$ cat config.mk
export PLATFORM = sky130hd
export DESIGN_NAME = apb_mem_slave
export DESIGN_NICKNAME = d
export VERILOG_FILES = /design/src/rtl/apb_mem_slave.sv
export SDC_FILE = /design/constraint.sdc
export NUM_CORES = 2
export LEC_CHECK = 0
export CORE_MARGIN = 10
export CORE_UTILIZATION = 55
export DETAILED_ROUTE_END_ITERATION = 7
export GPL_TIMING_DRIVEN = 0
export PLACE_DENSITY = 0.8
export SYNTH_ARGS = -nofsm -noshare
export SYNTH_HDL_FRONTEND = slang
export SYNTH_SLANG_ARGS = --single-unit
$ cat constraint.sdc
create_clock -name PCLK -period 6.81 [get_ports PCLK]
set_clock_uncertainty 0.15 [all_clocks]
set_input_delay 1.0215 -clock PCLK [delete_from_list [all_inputs] [get_ports PCLK]]
set_output_delay 1.0215 -clock PCLK [all_outputs]
set_load 0.005 [all_outputs]
$ cat src/rtl/apb_mem_slave.sv
// APB4 memory-mapped slave: word-addressed storage with byte-strobe writes,
// a configurable number of wait states, and PSLVERR reporting for
// out-of-range, misaligned and read-only-region accesses.
//
// Handshake: a transfer starts with a setup cycle (PSEL_i=1 while IDLE) that
// captures the address, direction and error status. The access phase then
// runs with PENABLE_i=1 until PREADY_o rises. PREADY_o is only ever high in
// ACCESS with PSEL_i & PENABLE_i and the wait counter exhausted. Dropping
// PSEL_i during ACCESS abandons the transfer without side effects. Write data
// and strobes are sampled on the completion edge only.
module apb_mem_slave #(
  parameter int ADDR_WIDTH  = 32,
  parameter int DATA_WIDTH  = 32,
  parameter int MEM_DEPTH   = 64,
  parameter int WAIT_STATES = 0,
  parameter int RO_WORDS    = 0
) (
  input  logic                    PCLK,
  input  logic                    PPRESETn,
  input  logic                    PSEL_i,
  input  logic                    PENABLE_i,
  input  logic                    PWRITE_i,
  input  logic [ADDR_WIDTH-1:0]   PADDR_i,
  input  logic [DATA_WIDTH-1:0]   PWDATA_i,
  input  logic [DATA_WIDTH/8-1:0] PSTRB_i,
  output logic                    PREADY_o,
  output logic [DATA_WIDTH-1:0]   PRDATA_o,
  output logic                    PSLVERR_o
);

  localparam int BYTES = DATA_WIDTH / 8;
  localparam int OFS   = $clog2(BYTES);
  localparam int IW    = $clog2(MEM_DEPTH);

  typedef enum logic {
    IDLE   = 1'b0,
    ACCESS = 1'b1
  } state_t;

  // Current FSM state; kept as a named signal so checkers can bind to it.
  state_t state;
  state_t state_next;

  logic [DATA_WIDTH-1:0] mem [MEM_DEPTH];

  // Decode of the live address during the setup cycle.
  logic [ADDR_WIDTH-1:0] idx;
  logic                  range_err;
  logic                  align_err;
  logic                  ro_err;
  logic                  req_err;
  logic [IW-1:0]         idx_lo;

  // Transfer context captured at setup.
  logic [IW-1:0]         idx_q;
  logic                  write_q;
  logic                  err_q;
  logic [3:0]            cnt;
  logic [DATA_WIDTH-1:0] rdata_q;

  logic setup;
  logic ready;
  logic wait_step;
  logic do_write;

  // Word index is formed at full address width so that high address bits
  // beyond the memory size are caught as out-of-range instead of aliasing.
  assign idx       = PADDR_i >> OFS;
  assign idx_lo    = idx[IW-1:0];
  assign range_err = (idx >= ADDR_WIDTH'(MEM_DEPTH));
  // Mask form works for byte-wide buses too, where no offset bits exist.
  assign align_err = ((PADDR_i & ADDR_WIDTH'(BYTES - 1)) != '0);

  generate
    if (RO_WORDS > 0) begin : g_ro
      assign ro_err = PWRITE_i & (idx < ADDR_WIDTH'(RO_WORDS));
    end else begin : g_no_ro
      assign ro_err = 1'b0;
    end
  endgenerate

  assign req_err = range_err | align_err | ro_err;

  assign setup     = (state == IDLE) & PSEL_i;
  assign wait_step = (state == ACCESS) & PSEL_i & PENABLE_i & (cnt != '0);
  assign ready     = (state == ACCESS) & PSEL_i & PENABLE_i & (cnt == '0);
  assign do_write  = ready & write_q & ~err_q;

  // State register.
  always_ff @(posedge PCLK or negedge PPRESETn) begin
    if (!PPRESETn) begin
      state <= IDLE;
    end else begin
      state <= state_next;
    end
  end

  // Next-state logic: setup enters ACCESS; completion or abort returns to IDLE.
  always_comb begin
    state_next = state;
    case (state)
      IDLE: begin
        if (PSEL_i) begin
          state_next = ACCESS;
        end
      end
      ACCESS: begin
        if (!PSEL_i || ready) begin
          state_next = IDLE;
        end
      end
      default: begin
        state_next = IDLE;
      end
    endcase
  end

  // Capture transfer context at setup and count down wait states in ACCESS.
  always_ff @(posedge PCLK or negedge PPRESETn) begin
    if (!PPRESETn) begin
      idx_q   <= '0;
      write_q <= 1'b0;
      err_q   <= 1'b0;
      cnt     <= '0;
      rdata_q <= '0;
    end else if (setup) begin
      idx_q   <= idx_lo;
      write_q <= PWRITE_i;
      err_q   <= req_err;
      // Errored transfers complete without wait states.
      cnt     <= req_err ? 4'd0 : 4'(WAIT_STATES);
      rdata_q <= req_err ? '0 : mem[idx_lo];
    end else if (wait_step) begin
      cnt <= cnt - 4'd1;
    end
  end

  // Storage: cleared on reset, byte-lane updates only on a clean write completion.
  always_ff @(posedge PCLK or negedge PPRESETn) begin
    if (!PPRESETn) begin
      for (int i = 0; i < MEM_DEPTH; i++) begin
        mem[i] <= '0;
      end
    end else if (do_write) begin
      for (int k = 0; k < BYTES; k++) begin
        if (PSTRB_i[k]) begin
          mem[idx_q][8*k +: 8] <= PWDATA_i[8*k +: 8];
        end
      end
    end
  end

  assign PREADY_o  = ready;
  assign PSLVERR_o = ready & err_q;
  assign PRDATA_o  = (ready & ~write_q & ~err_q) ? rdata_q : '0;

endmodule

# Word level (Yosys, flattened, before mapping)
# Cells that the tools add are included.
[word_totals] reg_bits=2093 elab_cells=127 output_inout_bits=34 in_bits=73
[classes] magnitude_cmp=4 n_bitwise=16 reduce_logical=7 n_mux=29 n_addsub=1
[op_table] op="2048-bit 2-to-1 mux" n=7
[op_table] op="2048-bit bitwise mux" n=4
[op_table] op="32-bit demux with 6-bit select" n=4
[op_table] op="32-bit binary-select mux with 6-bit select" n=1
[op_table] op="32-bit 2-to-1 mux" n=5
[op_table] op="32-bit nonzero test" n=1
[op_table] op="30-bit by 7-bit greater-or-equal comparator with 1-bit output, second input constant" n=1
[op_table] op="24-bit 2-to-1 mux" n=1
[op_table] op="16-bit 2-to-1 mux" n=1
[op_table] op="7-bit greater-or-equal comparator, second input constant" n=2
[op_table] op="6-bit NOT with 7-bit output" n=2
[op_table] op="1-bit bitwise AND" n=10
[op_table] op="4-bit 2-to-1 mux" n=2
[op_table] op="8-bit 2-to-1 mux" n=1
[op_table] op="7-bit by 1-bit < comparator with 1-bit output, second input constant" n=1
[op_table] op="4-bit zero test" n=1
[op_table] op="4-bit nonzero test" n=1
[op_table] op="4-bit by 1-bit subtractor with 4-bit output, second input constant" n=1
[op_table] op="1-bit NOT" n=3
[op_table] op="1-bit 2-to-1 mux" n=2
[op_table] op="1-bit case mux with 2 select lines" n=1
[op_table] op="2-bit nonzero test" n=1
[op_table] op="1-bit logical AND" n=1
[op_table] op="1-bit zero test" n=1
[op_table] op="other kinds (2)" n=2

# Longest topological paths before layout
[logic_depth] depth_word=16 ltp_mapped=9 mapped_depth_nobuf=7

# Worst setup path after synthesis
# OpenSTA, ideal clock, no wires.
[synth_timing] path_type="in2reg" startpoint="input port PADDR_i[2]" endpoint="register rdata_q[10]" setup_ns=0.127 stages=6 required_ns=6.533 arrival_time_ns=2.946 path_buffers=2 slack_ns=3.587 cell_sequence="buf_2 > clkbuf_1 > mux4_2 > mux4_2 > a22oi_1 > nand3_1"
[synth_between] elab_chain_cells=5 elab_cells_between_ends=7 cone_classes="1 x order compare; 4 x mux; 2 x bitwise"
[synth_rtl] item="start: declaration" line_no="23" rtl="input logic [ADDR_WIDTH-1:0] PADDR_i,"
[synth_rtl] item="branches (longest 4 deep; another with 30-bit by 7-bit greater-or-equal comparator with 1-bit output)"
[synth_rtl] item="32-bit 2-to-1 mux *" line_no="132" rtl="rdata_q <= req_err ? '0 : mem[idx_lo];"
[synth_rtl] item="end signal: assignment" line_no="132"
[synth_rtl] item="end: declaration" line_no="59" rtl="logic [DATA_WIDTH-1:0] rdata_q;"
# Every way passes the cells marked *. The select of a mux whose other input is x is not followed.
# A chain may end at the register's enable or synchronous reset.

# Worst setup path after layout
[layout_timing] startpoint="register cnt[0]" endpoint="output port PRDATA_o[9]"
[layout_between] elab_chain_cells=5
[layout_rtl] item="start: declaration" line_no="58" rtl="logic [3:0] cnt;"
[layout_rtl] item="start signal: assignment" line_no="131" rtl="cnt <= req_err ? 4'd0 : 4'(WAIT_STATES);"
[layout_rtl] item="start signal: assignment" line_no="134" rtl="cnt <= cnt - 4'd1;"
[layout_rtl] item="4-bit zero test" line_no="86" rtl="assign ready = (state == ACCESS) & PSEL_i & PENABLE_i & (cnt == '0);"
[layout_rtl] item="1-bit bitwise AND" line_no="86"
[layout_rtl] item="1-bit bitwise AND (2 in a row)" line_no="155" rtl="assign PRDATA_o = (ready & ~write_q & ~err_q) ? rdata_q : '0;"
[layout_rtl] item="32-bit 2-to-1 mux" line_no="155"
[layout_rtl] item="end: declaration" line_no="27" rtl="output logic [DATA_WIDTH-1:0] PRDATA_o,"
# Every way passes these cells.

==> results by stage <==
Floorplanning:
- The initial core utilization is 55.3%.
- Pin placement for this block handled 107 I/O pins.
- The core box area is 174000 sq um.
- The width of the die is 438 um.
- The die area is 192000 sq um.
- The initialized floorplan defines 153 standard-cell rows.
- The height of the die is 438 um.

Layout:
- The library cell used most frequently in the layout, excluding fill and tap cells, is sky130_fd_sc_hd__dfrtp_1.
- The filler cell count in the final layout is 12400.
- The fraction of layout instances using a drive strength above 1 is 51.0%.
- Leaving out fill and tap cells, the most frequent cells in the layout are sky130_fd_sc_hd__dfrtp_1 (2093), sky130_fd_sc_hd__mux2_2 (2048), sky130_fd_sc_hd__mux4_2 (544).
- The net count of the finished layout is 6372.
- From synthesis to final layout, the design area changed by 11.7%.

Clock tree:
- The latest clock arrival within the worst-skew pair is 870 ps.
- TritonCTS built the clock tree.
- Clock-pin slew was measured on the worst setup and hold paths at 60 ps.
- The cell at the root of the clock tree is sky130_fd_sc_hd__clkbuf_16.
- Once the clock tree was built, the setup fixing pass inserted 0 buffers.
- TritonCTS created 207 clock buffers.
- The count of H-tree levels built during CTS is 4.
- CTS saw 2093 sinks.
- The clock passes through at most 3 buffers.

Logic synthesis:
- The number of enable flip-flop cells after synthesis is 0.
- In the synthesized netlist, the number of instances is 5999.
- During synthesis, Yosys emitted a total of 0 warnings.
- The cell area that synthesis handed to floorplanning was 96000 sq um.
- In this run the mean area of a mapped cell was 16.0 sq um.
- Counting flops and latches in the post-synthesis netlist gives 2093.
- Counting every net in the synthesized netlist gives 6073.
- The most used flip-flop cell after synthesis is sky130_fd_sc_hd__dfrtp_1.
- Summing the sequential cell areas from Yosys gives 54.6% of the chip area.
- Counting distinct cell types in the post-synthesis netlist gives 39.
- Counting flops with an async set or reset pin after synthesis yields a share of 100%.

Route:
- After detailed routing, the number of remaining DRC violations is 79.
- Dividing the detail-routed wire length by the instance count gives 35.6 um.
- The vias after detailed routing is 59800.
- For this block, the routed nets add up to 314 mm of wire.
- The antenna violation net count after detailed routing is 0.
- Using the TritonRoute via totals, the vias-per-cell ratio works out to 6.78.
- The initial detailed-routing violation count is 7289.
- Before antenna repair, the detailed router went through 8 iterations.

GRT:
- For this run, global-route usage on met3 was measured as 13.8%.
- The via count of the first global-routing pass is 62200.
- For this run, global-route usage on met2 was measured as 47.8%.
- met2 is the most crowded layer.
- The global router's overall resource usage is 32.3%.
- For this run, global-route usage on met1 was measured as 39.5%.
- Entering global routing, the biggest net connects 190 pins.
- The initial antenna violation count is 14.
- The total overflow left after global routing is 0.
- The global-route wire length before repair is 446 mm.

STA:
- The relative slew slack is -15.9%.
- The final number of hold-violating endpoints is 0.
- The setup total negative slack is 0 ps.
- Setup repair after global routing left no endpoint under its margin.
- Setup violations remaining at the end of the flow were counted as 0.
- The transition at the pin with the smallest max-transition slack is 1730 ps.
- The final max-slew violation count is 64.
- After layout, the minimum clock period comes to 6300 ps.
- The portion of the clock cycle consumed by the worst path in the final layout is 92.5%.
- For this run, the top clock speed supported by timing is 159 MHz.
- The worst hold slack is 350 ps.

Worst setup path:
- The critical path launch point type is a register.
- The type of the setup path with the least slack is register to primary output.
- Data on the critical path is required at its endpoint by 5640 ps.
- The critical path capture point type is a primary output.
- The critical path arrival is 5130 ps.
- The worst-path maximum fanout is 10.

Power:
- The switching power share of the total is 24.0%.
- The leakage power summed over all cells is 52.1 nW.
- Cell internal power was estimated by the tool at 0.0196 W.
- The clock network power share is 46.4%.
- Per report_power, the sequential group accounts for 48.2% of the total.
- The switching power of the nets is 0.00620 W.
- Of the total power, combinational logic draws 5.4%.
- The worst IR drop on VDD is 0.000221 V.
- The power per cell area is 241 nW/um^2.

Placed design:
- Summed over all nets, the half-perimeter wirelength after detailed placement is 215 mm.
- Port buffering added 72 buffers.
- The weighted congestion reported at the end of routability-driven placement is 0.941.

Outcome:
- The final reports fail on design-rule violations, max-capacitance violations, max-slew violations.
- The run finished, with violations left.

Worst hold path:
- In this run the worst hold path is classified as register to register.

Run:
- The reported max-cap violation count is 8.
## cell type report
type | instances | area [sq um] | share of cell area (%)
diodes | 14 | 35.0 | 0.0327
plain buffers | 444 | 1850 | 1.73
clock buffers | 306 | 6210 | 5.79
clock inverters | 83 | 927 | 0.864
inverters | 3 | 11.3 | 0.0105
multi-input cells | 3459 | 41800 | 39.0
flip-flops and latches | 2093 | 52400 | 48.8
well taps | 2325 | 2910 | 2.71
repair buffers | 90 | 1150 | 1.08
## stage by stage
step	util, %	instance area, sq um	cells	total power [W]	setup slack [ps]
3_3_place_gp	57.4	99600	8396	0.0140	-86400
4_1_cts	61.7	107000	8802	0.0258	621
6_report	61.8	107000	8817	0.0258	513
2_1_floorplan	-	96000	5999	0.0132	3590
3_5_place_dp	57.6	100000	8412	0.0140	801
5_1_grt	61.8	107000	8805	0.0264	539
## path summary, 6_finish.rpt
| path | slack (ps) | cells past startpoint | startpoint | end |
|---|---|---|---|---|
| setup / recovery | 510 | 7 | cnt[0]$_DFFE_PN0P_ | PRDATA_o[9] |
| hold / removal | 350 | 1 | mem[21]$_DFFE_PN0P_ | mem[21]$_DFFE_PN0P_ |
| setup reg to reg | 2540 | 8 | cnt[0]$_DFFE_PN0P_ | mem[472]$_DFFE_PN0P_ |
| hold reg to reg | 350 | 1 | mem[21]$_DFFE_PN0P_ | mem[21]$_DFFE_PN0P_ |
| max in group asynchronous | 2260 | 6 | PPRESETn | mem[1811]$_DFFE_PN0P_ |
| min in group asynchronous | 600 | 2 | PPRESETn | mem[1156]$_DFFE_PN0P_ |
## flip-flops by register name, indices dropped and copies added, names as in the netlist
signal   flops
write_q      1
idx_q        6
rdata_q     32
mem       2048
state        1
err_q        1
cnt          4
## cell usage after synthesis (all sizes together) (2+ instances only)
cell,instances,area [sq um]
dfrtp,2093,52400
mux2,2048,23100
mux4,544,12300
clkbuf,312,1170
nor2,218,2120
nand2,175,757
a22oi,157,1180
buf,132,659
mux2i,128,1280
nand3,97,485
and2,39,244
nor4,9,56.3
nor2b,7,43.8
nor3b,6,45.0
nor3,5,25.0
a32oi,3,26.3
and3b,3,26.3
inv,3,11.3
nand3b,3,22.5
or2,3,18.8
and3,2,12.5
nor4b,2,32.5
xor2,2,17.5
## kinds of logic after synthesis
| group | synth area share, % |
|---|---|
| AOI/OAI and AO/OA | 1.28 |
| and+or+nand+nor | 4.07 |
| muxes | 38.1 |
| DFF | 54.6 |
| adders and majority gates | 0.0130 |
| buffers and inverters | 1.92 |
| xor gates and xnor gates | 0.0274 |
## worst max-delay path, cell delays in order (launching register included)
cell	delay, ps
sky130_fd_sc_hd__dfrtp_1	400
sky130_fd_sc_hd__inv_1	60
sky130_fd_sc_hd__ha_1	160
sky130_fd_sc_hd__or3b_2	520
sky130_fd_sc_hd__nor4_1	930
sky130_fd_sc_hd__clkbuf_1	1160
sky130_fd_sc_hd__and2_1	440
sky130_fd_sc_hd__clkdlybuf4s50_1	590
## power by group through the flow
stage | clock [W] | sequential (W) | combinational [W]
final | 0.0120 | 0.0125 | 0.00140
after global routing | 0.0125 | 0.0124 | 0.00144
after CTS | 0.0120 | 0.0125 | 0.00135
after detailed placement | 0 | 0.0127 | 0.00134
after global placement | 0 | 0.0128 | 0.00125
after floorplan | 0 | 0.0127 | 0.000554
## routing by layer
layer | vias up | wire length (um)
met2 | 3608 | 139000
met1 | 32100 | 113000
met5 | - | 383
met4 | 16 | 22600
li1 | 23000 | -
met3 | 1145 | 38700
## repair_timing
action | in CTS | in global routing
hold endpoints to repair | 97 | 0
gates resized for setup | 0 | 0
hold buffers | 1 | 0
(Power assumes the default switching activity.)
